## src/rtl/mem_port_arbiter.sv

```systemverilog
// Shares one single-port synchronous BRAM between the instruction-fetch (IF) and load/store (DM) ports.
// Default: DM-priority with an IF starvation guard. Define ARB_ROUND_ROBIN_EN for alternating arbitration.
module mem_port_arbiter #(
    parameter int ADDR_W   = 10,
    parameter int DATA_W   = 32,
    parameter int MAX_WAIT = 3
) (
    input  logic                  sys_clk,
    input  logic                  sys_rst_n,
    input  logic                  if_req,
    input  logic [ADDR_W-1:0]     if_addr,
    output logic                  if_gnt,
    output logic                  if_rvalid,
    output logic [DATA_W-1:0]     if_rdata,
    input  logic                  dm_req,
    input  logic                  dm_we,
    input  logic [DATA_W/8-1:0]   dm_be,
    input  logic [ADDR_W-1:0]     dm_addr,
    input  logic [DATA_W-1:0]     dm_wdata,
    output logic                  dm_gnt,
    output logic                  dm_rvalid,
    output logic [DATA_W-1:0]     dm_rdata,
    output logic                  mem_en,
    output logic [DATA_W/8-1:0]   mem_we,
    output logic [ADDR_W-1:0]     mem_addr,
    output logic [DATA_W-1:0]     mem_wdata,
    input  logic [DATA_W-1:0]     mem_rdata
);
    localparam int BE_W = DATA_W / 8;

    typedef enum logic [1:0] {
        OWN_NONE = 2'd0,
        OWN_IF   = 2'd1,
        OWN_DM   = 2'd2
    } rd_owner_t;

    logic      if_gnt_c;
    logic      dm_gnt_c;
    logic      if_prio;
    rd_owner_t rd_owner_reg;
    rd_owner_t rd_owner_next;

`ifdef ARB_ROUND_ROBIN_EN
    // rr_ptr_reg names the last contest winner (0 = IF), so the first contest after reset goes to DM.
    logic rr_ptr_reg;
    logic rr_ptr_next;

    assign if_prio = rr_ptr_reg;

    always_comb begin
        rr_ptr_next = rr_ptr_reg;
        if (if_gnt_c && dm_req) begin
            rr_ptr_next = 1'b0;
        end else if (dm_gnt_c && if_req) begin
            rr_ptr_next = 1'b1;
        end
    end

    always_ff @(posedge sys_clk) begin
        if (!sys_rst_n) begin
            rr_ptr_reg <= 1'b0;
        end else begin
            rr_ptr_reg <= rr_ptr_next;
        end
    end
`else
    localparam int              CNT_W      = (MAX_WAIT < 1) ? 1 : $clog2(MAX_WAIT + 1);
    localparam logic [CNT_W-1:0] WAIT_LIMIT = CNT_W'(MAX_WAIT);

    logic [CNT_W-1:0] wait_cnt_reg;
    logic [CNT_W-1:0] wait_cnt_next;

    // IF is forced through once it has been denied MAX_WAIT times in a row.
    assign if_prio = (wait_cnt_reg == WAIT_LIMIT);

    always_comb begin
        wait_cnt_next = wait_cnt_reg;
        if (!if_req || if_gnt_c) begin
            wait_cnt_next = '0;
        end else if (wait_cnt_reg != WAIT_LIMIT) begin
            wait_cnt_next = wait_cnt_reg + 1'b1;
        end
    end

    always_ff @(posedge sys_clk) begin
        if (!sys_rst_n) begin
            wait_cnt_reg <= '0;
        end else begin
            wait_cnt_reg <= wait_cnt_next;
        end
    end
`endif

    always_comb begin
        if_gnt_c = 1'b0;
        dm_gnt_c = 1'b0;
        if (sys_rst_n) begin
            if (if_req && dm_req) begin
                if_gnt_c = if_prio;
                dm_gnt_c = !if_prio;
            end else begin
                if_gnt_c = if_req;
                dm_gnt_c = dm_req;
            end
        end
    end

    assign if_gnt    = if_gnt_c;
    assign dm_gnt    = dm_gnt_c;
    assign mem_en    = if_gnt_c || dm_gnt_c;
    assign mem_wdata = (dm_gnt_c && dm_we) ? dm_wdata : '0;

    always_comb begin
        mem_addr = '0;
        if (dm_gnt_c) begin
            mem_addr = dm_addr;
        end else if (if_gnt_c) begin
            mem_addr = if_addr;
        end
    end

    genvar gi;
    generate
        for (gi = 0; gi < BE_W; gi++) begin : g_byte_we
            assign mem_we[gi] = dm_gnt_c && dm_we && dm_be[gi];
        end
    endgenerate

    // The read owner is latched at grant so returning data follows the issuer, not the next winner.
    always_comb begin
        rd_owner_next = OWN_NONE;
        if (if_gnt_c) begin
            rd_owner_next = OWN_IF;
        end else if (dm_gnt_c && !dm_we) begin
            rd_owner_next = OWN_DM;
        end
    end

    always_ff @(posedge sys_clk) begin
        if (!sys_rst_n) begin
            rd_owner_reg <= OWN_NONE;
        end else begin
            rd_owner_reg <= rd_owner_next;
        end
    end

    assign if_rvalid = (rd_owner_reg == OWN_IF);
    assign dm_rvalid = (rd_owner_reg == OWN_DM);
    assign if_rdata  = if_rvalid ? mem_rdata : '0;
    assign dm_rdata  = dm_rvalid ? mem_rdata : '0;
endmodule

```

## config.mk

```make
export PLATFORM = sky130hd
export DESIGN_NAME = mem_port_arbiter
export DESIGN_NICKNAME = d
export VERILOG_FILES = /design/src/rtl/mem_port_arbiter.sv
export SDC_FILE = /design/constraint.sdc
export NUM_CORES = 1
export LEC_CHECK = 0
export CAP_MARGIN = 20
export CORE_AREA = 2 2 81 83
export DETAILED_ROUTE_END_ITERATION = 10
export DIE_AREA = 0 0 83 85
export PLACE_DENSITY = 0.73
export SYNTH_ARGS = -nofsm -noshare
export SYNTH_HDL_FRONTEND = slang
export SYNTH_SLANG_ARGS = --single-unit
```

## constraint.sdc

```tcl
create_clock -name sys_clk -period 2 [get_ports sys_clk]
set_input_delay 0.5 -clock sys_clk [delete_from_list [all_inputs] [get_ports sys_clk]]
set_output_delay 0.5 -clock sys_clk [all_outputs]
set_load 0.05 [all_outputs]
```

; ---- Word level (Yosys, flattened, before mapping)
; Cells that the tools add are included.
[totals]
elab_cells = 34
out_inout_bits = 115
in_bits = 93
register_bits = 4
[op_classes]
bitwise_logic = 1
n_addsub = 1
reduce_logical = 14
muxes = 11
eq_ne = 4
[op_table]
columns = operator, n
row1 = 2-to-1 mux 32 bit, 3
row2 = 2-to-1 mux 10 bit, 2
row3 = logical AND 1 bit, 7
row4 = 2-to-1 mux 1 bit, 5
row5 = "== test 2 bit, second input constant", 2
row6 = OR reduction 2 bit, 2
row7 = logical NOT 1 bit, 3
row8 = "adder 2 x 1 -> 2 bit, second input constant", 1
row9 = "== test 2 x 1 -> 1 bit, second input constant", 1
row10 = logical OR 1 bit, 2
row11 = 2-to-1 mux 2 bit, 1
row12 = "inequality test 2 bit, second input constant", 1
row13 = inverter 1 bit, 1

; ---- Logic depth before layout (Yosys ltp)
; Gate-level depths: netlist of run 1.
[logic_depth]
word_depth = 7
mapped_depth = 6
mapped_depth_nobuf = 4

; ---- Worst setup path after synthesis of run 1
; OpenSTA, ideal clock, no wires.
[synth_path]
kind = register to output
from = reg rd_owner_reg[1]
to = out dm_rdata[22]
path_buffers = 1
t_arrival_ns = 1.660
required_ns = 1.500
setup_slack_ns = -0.160
path_stages_with_launch = 4
cell_sequence = dfxtp_1 nor2b_1 clkbuf_1 and2_1
[synth_via]
elab_chain_len = 2
[synth_rtl]
columns = element, line_no
row1 = start: declaration, 40  ; rd_owner_t rd_owner_reg;
row2 = start signal: assignment, 143  ; rd_owner_reg <= rd_owner_next;
row3 = == test 2 bit, 148  ; assign dm_rvalid = (rd_owner_reg == OWN_DM);
row4 = via dm_rvalid, 21  ; output logic dm_rvalid,
row5 = 2-to-1 mux 32 bit, 150  ; assign dm_rdata = dm_rvalid ? mem_rdata : '0;
row6 = end: declaration, 22  ; output logic [DATA_W-1:0] dm_rdata,
; The timed path passes the listed nets, and every way through them passes these cells.

; ---- Final worst setup path of run 1
[layout_path]
from = reg wait_cnt_reg[0]
to = out mem_we[1]
[layout_via]
elab_chain_len = 6
[layout_rtl]
columns = element, line_no
row1 = start: declaration, 70  ; logic [CNT_W-1:0] wait_cnt_reg;
row2 = start signal: assignment, 89  ; wait_cnt_reg <= wait_cnt_next;
row3 = == test 2 bit, 74  ; assign if_prio = (wait_cnt_reg == WAIT_LIMIT);
row4 = logical NOT 1 bit, 100  ; dm_gnt_c = !if_prio;
row5 = 2-to-1 mux 1 bit, 98  ; if (if_req && dm_req) begin
row6 = 2-to-1 mux 1 bit, 97  ; if (sys_rst_n) begin
row7 = logical AND 1 bit (2 in a row), 125  ; assign mem_we[gi] = dm_gnt_c && dm_we && dm_be[gi];
row8 = end: declaration, 24  ; output logic [DATA_W/8-1:0] mem_we,
; No other way between the ends.

==> results of run 1 <==
==> stage by stage <==
step,std cells,area [µm²]
6_report,459,4490
5_1_grt,459,4490
4_1_cts,463,4580
3_5_place_dp,450,4250
3_3_place_gp,450,4250
2_1_floorplan,165,1030
==> how the worst min path moves through the flow <==
stage                     slack [ns]         endpoint       startpoint  cells past startpoint
after floorplan                 0.41  wait_cnt_reg[0]  wait_cnt_reg[0]                      1
after global placement          0.41  wait_cnt_reg[0]  wait_cnt_reg[0]                      1
after detailed placement        0.42  wait_cnt_reg[0]  wait_cnt_reg[0]                      1
after CTS                       0.44  wait_cnt_reg[0]  wait_cnt_reg[0]                      1
after global routing            0.46  wait_cnt_reg[0]  wait_cnt_reg[0]                      1
final                           0.43  wait_cnt_reg[0]  wait_cnt_reg[0]                      1
==> synth_stat cells (all sizes together) <==
master and count:
a21oi 2, nor2b 3, ha 1, clkbuf 8
nor4b 1, nor2 2, buf 5, nand2 23
o22ai 10, and2 100, o21ai 1, nor4 1
inv 3, dfxtp 4, and4 1
==> power by group through the flow <==
| stage | clock [mW] | sequential (mW) | combinational (mW) |
|---|---|---|---|
| 2_1_floorplan | 0 | 0.0850 | 0.341 |
| 3_5_place_dp | 0 | 0.0853 | 0.833 |
| 3_3_place_gp | 0 | 0.0851 | 0.820 |
| 6_report | 0.166 | 0.0849 | 0.870 |
| 5_1_grt | 0.183 | 0.0850 | 0.905 |
| 4_1_cts | 0.171 | 0.0850 | 0.889 |
==> metal layers <==
metal	share of wire [%]	wire length, µm
met4	0.30	21
met2	61	4280
met3	5.3	375
met5	0	0
met1	34	2390
==> cells by family (layout without fill, tap and decap cells) <==
logic type      Yosys count  in the layout
simple gates            131            131
fa+ha+maj                 1              1
buf+inv                  16            233
flops                     4              4
compound gates           13             13
==> repair_timing <==
item / CTS / global route
resized for setup: 56 / 13
endpoints found under the setup margin: 49 / 48
cloned: 5 / 0
pin swaps: 24 / 11
buffers inserted: 5 / 1
==> area by class of cell <==
type / count / area, µm² / share of cell area (%)
repair buffers: 227 / 3280 / 73.0
multi-input cells: 145 / 981 / 21.9
well taps: 77 / 96.3 / 2.15
flip-flops and latches: 4 / 82.6 / 1.84
clock buffers: 3 / 41.3 / 0.920
inverters: 3 / 11.3 / 0.251
==> flow_summary.toml, run 1 <==
[outcome]
outcome = "finished, violations left"
violations = "setup timing"

[timing]
fmax_mhz = 496
finalCriticalPeriod_ns = 2.01
rsz0062_at_grt = "yes"
setup_ws_ns = -0.0144
finalSetupViolations = 11
fin_skew_ns = 0.0000404
setup_tns_ns = -0.105
max_slew_margin_pct = 81.8
tightest_slew_ns = 0.273
layout_worst_path_cycle_share_pct = 101
slew_viol_final = 0
whs_ns = 0.427
hold_viol = 0

[logic_synthesis]
synth.avg_cell_area_um2 = 6.20
synthMuxAreaShare_pct = 0
yosys.area.top_type = "and2_1"
yosys.area.top_type_share_pct = 61.1
synth-compound-area-share_pct = 7.58
postSynthCellCount = 165
synth_xor_area_share_pct = 0
synth_cell_type_count = 16
yosys.area_share.simple_pct = 74.4
synth_area_mm2 = 0.00102
yosysWarnings = 0
ys_seq_area_share_pct = 7.82
synth_top_family_by_area = "simple AND/OR/NAND/NOR gates"
synth.net_count = 259
synthAdderAreaFrac_pct = 1.22
ys_ff_latch = 4
synthTopCellsByArea = "and2_1 (61%), nand2_1 (8.4%), dfxtp_1 (7.8%)"

[critical_path]
max_stage_delay_ns = 0.32
crit_slowest_cell = "dfxtp_2"
start_kind = "flop"
path_max_fanout = 9
rr_worst_depth = 5
r2r-start = "wait_cnt_reg[0]"
cp.required_ns = 1.50
startpoint = "wait_cnt_reg[0]"
r2r-end = "rd_owner_reg[0]"
crit_end = "mem_we[1]"
cp_num_cells = 6
critical_path_arrival_ns = 1.51
path_cells = "ha_4 > nand2_2 > and4_4 > buf_8 > and2_4 > buf_12"
worst-path-buf-inv = 2
critPathKind = "reg2out"
end_kind = "output port"
crit_family = "simple AND/OR/NAND/NOR gates"
rrSetupSlack_ns = 0.89

[cells_and_area]
final_common_cell = "buf_12"
n_antenna_cell = 0
final.fill_count = 427
syn_to_final_growth_pct = 339
final_cell_mix = "buf_12 (106), clkdlybuf4s50_1 (88), and2_1 (64), and2_4 (36), buf_4 (24)"
drive_above_1_share_pct = 48.4
final_nets = 478
fin_util_pct = 72.3

[clock_tree]
htreeDepth = 1
path_clk_slew_ns = 0.03
cts_buffer_depth = 2
cts-root-buf = "clkbuf_8"
cts_tree = "built"
ctsHoldBuffers = 0
cts_buffers = 3
clock-sinks = 4
insertion_delay_ns = 0.21

[pwr]
p_leak_nw = 1.91
p_clk_share_pct = 14.8
peakVddDrop_mv = 0.305
powerDensity_mw_per_mm2 = 250
sw_frac_of_total_pct = 40.1
p_seq_share_pct = 7.6
p_comb_share_pct = 77.6
p_int_mw = 0.672
power.total_mw = 1.12
p_sw_mw = 0.449

[routing]
vias = 1939
vias_per_cell = 4.22
dr.pass1.iters = 3
wl_per_cell_um = 15.4
drt_iter0_drc = 59
drc_errors = 0
ant_nets = 0
wl_mm = 7.07

[die]
die_h_um = 85
core_mm2 = 0.00620
dieArea_mm2 = 0.00706
die_w_um = 83
ios = 208
row_count = 29
start_util_pct = 16.5

[placed_design]
gp_congestion = 0.817
numPortBuffers = 207
dp_hpwl_mm = 5.71
pre_cts_ws_ns = -0.298

[job]
maxCapViolCount = 0

[grt]
grt_pass1_wl_mm = 10.9
grt_use_met3_pct = 2.92
overflow = 0
grt-busiest-layer = "met2"
grt_usage_pct = 19.2
grtUsageMet2_pct = 41.9
grt_antenna_before_repair = 0
gr-usage-met1_pct = 19.2
grt_max_degree = 34
grt_pass1_vias = 1994

[hold_path]
hp-class = "reg2reg"
Power figures use the tool's default switching activity.
==> run 2, diff against run 1 <==
ABC_CLOCK_PERIOD_IN_PS = 2500   (was unset)
CORE_AREA = 2 2 80 82   (was 2 2 81 83)
DIE_AREA = 0 0 82 84   (was 0 0 83 85)
PLACE_DENSITY = 0.74   (was 0.73)
clock period = 2.5 ns   (was 2 ns; I/O delays follow)
==> run 2 against run 1 <==
The run now ends clean. Wire length fell by 13%. Clock skew rose by 0.0020 ns. Sequential share of layout area barely moved. Clock power fell by 19%. Setup slack improved by 0.089 ns. Sequential power fell by 21%. Critical path type is now in2out.
==> flow_summary.toml, run 2 (synthesis gave the netlist of run 1 again) <==
[grt]
grt-busiest-layer = "met2"
overflow = 0
gr-usage-met1_pct = 17.9
grtUsageMet2_pct = 34.8
grt_use_met3_pct = 3.14
grt_pass1_wl_mm = 9.45
grt_max_degree = 34
grt_antenna_before_repair = 0
grt_usage_pct = 17.5
grt_pass1_vias = 1828

[cells_and_area]
drive_above_1_share_pct = 36.9
syn_to_final_growth_pct = 325
final.fill_count = 432
final_nets = 470
final_common_cell = "buf_12"
stdcell_count = 451
final_cell_mix = "buf_12 (107), and2_1 (93), clkdlybuf4s50_1 (88), nand2_1 (23), buf_4 (18)"
multiInputGateArea_um2 = 872
n_antenna_cell = 0
seqCellArea_um2 = 80.1

[clock_tree]
insertion_delay_ns = 0.21
cts_tree = "built"
path_clk_slew_ns = 0.03
cts-root-buf = "clkbuf_8"
cts_buffers = 3
htreeDepth = 1
cts_buffer_depth = 2
clock-sinks = 4

[timing]
tightest_slew_ns = 0.341
slew_viol_final = 0
finalCriticalPeriod_ns = 2.43
layout_worst_path_cycle_share_pct = 97.0
fin_skew_ns = 0.00207
rsz0062_at_grt = "no"
fmax_mhz = 412
max_slew_margin_pct = 77.3
hold_viol = 0
finalSetupViolations = 0

[placed_design]
gp_congestion = 0.727
place_inst = 444
dp_hpwl_mm = 5.31
numPortBuffers = 207

[die]
die_h_um = 84
dieArea_mm2 = 0.00689
row_count = 29
ios = 208
core_mm2 = 0.00610
start_util_pct = 16.8
die_w_um = 82

[critical_path]
cpMostUsedCell = "buf_12"
path_max_fanout = 18
max_stage_delay_ns = 0.28
path_cells = "dlygate4sd2_1 > nand2_1 > and4_4 > buf_12 > buf_12 > and2_1 > buf_12"
cp.required_ns = 1.88
end_kind = "output port"
critical_path_arrival_ns = 1.80
start_kind = "primary input"
critPathKind = "in2out"
crit_slowest_cell = "and4_4"

[routing]
vias = 1860
drt_iter0_drc = 34
dr.pass1.iters = 4
wl_per_cell_um = 13.7
vias_per_cell = 4.12
ant_nets = 0
wl_mm = 6.17
drc_errors = 0

[job]
maxCapViolCount = 0

[pwr]
p_leak_nw = 1.84
powerDensity_mw_per_mm2 = 201
peakVddDrop_mv = 0.229
power.total_mw = 0.873

[hold_path]
hp-class = "reg2reg"

[outcome]
outcome = "completed"
run 2: changes by cell type in the layout (fill, tap and decap cells not counted), moves of 3 or more:
cell and change:
and2_1 +29, and2_4 -29, buf_4 -6, buf_6 -3
dlygate4sd2_1 +3
run 2: layer usage:
metal  routed length (µm)  vias up
li1                     -      934
met2                 3620       82
met1                 2010      832
met4                  124        0
met3                  412       12
met5                    0        -
run 2: final cells by class:
class | instances | share of cell area, %
flip-flops and latches | 4 | 1.84
clock buffers | 3 | 0.949
inverters | 3 | 0.259
well taps | 77 | 2.22
multi-input cells | 145 | 20.1
repair buffers | 219 | 74.7
run 2: repair_timing:
| action | 4_1_cts | 5_1_grt |
|---|---|---|
| setup buffers | 2 | 0 |
| endpoints found under the setup margin | 37 | 0 |
| resized for setup | 14 | 0 |
| hold buffers | 0 | 0 |
run 2: power breakdown:
part	switching (mW)	internal, mW
Combinational	0.317	0.355
Sequential	0.000876	0.0665
Clock	0.0315	0.102
Total	0.350	0.524
run 2: worst max-delay path: cells and delay by family:
kind,cells,cell delay [ns]
buffers and inverters,4,0.62
AND/OR/NAND/NOR,3,0.56
run 2: per-stage QoR:
stage | hold slack [ns] | area [µm²] | util [%] | setup TNS, ns | worst slack, ns
after detailed placement | 0.423 | 4200 | 68.9 | -2.35 | -0.103
after global placement | 0.412 | 4200 | 68.9 | -0.997 | -0.0396
after global routing | 0.443 | 4350 | 71.3 | 0 | 0.0221
final | 0.424 | 4350 | 71.3 | 0 | 0.0741
after CTS | 0.427 | 4350 | 71.3 | 0 | 0.0878
after floorplan | 0.406 | 1020 | - | 0 | 0.125
run 2: path summary, 6_finish.rpt:
kind	from	end	slack (ns)	cells past startpoint
setup / recovery	if_req	mem_wdata[15]	0.07	7
hold / removal	wait_cnt_reg[0]	wait_cnt_reg[0]	0.42	1
setup reg to reg	wait_cnt_reg[0]	rd_owner_reg[1]	1.35	3
hold reg to reg	wait_cnt_reg[0]	wait_cnt_reg[0]	0.42	1
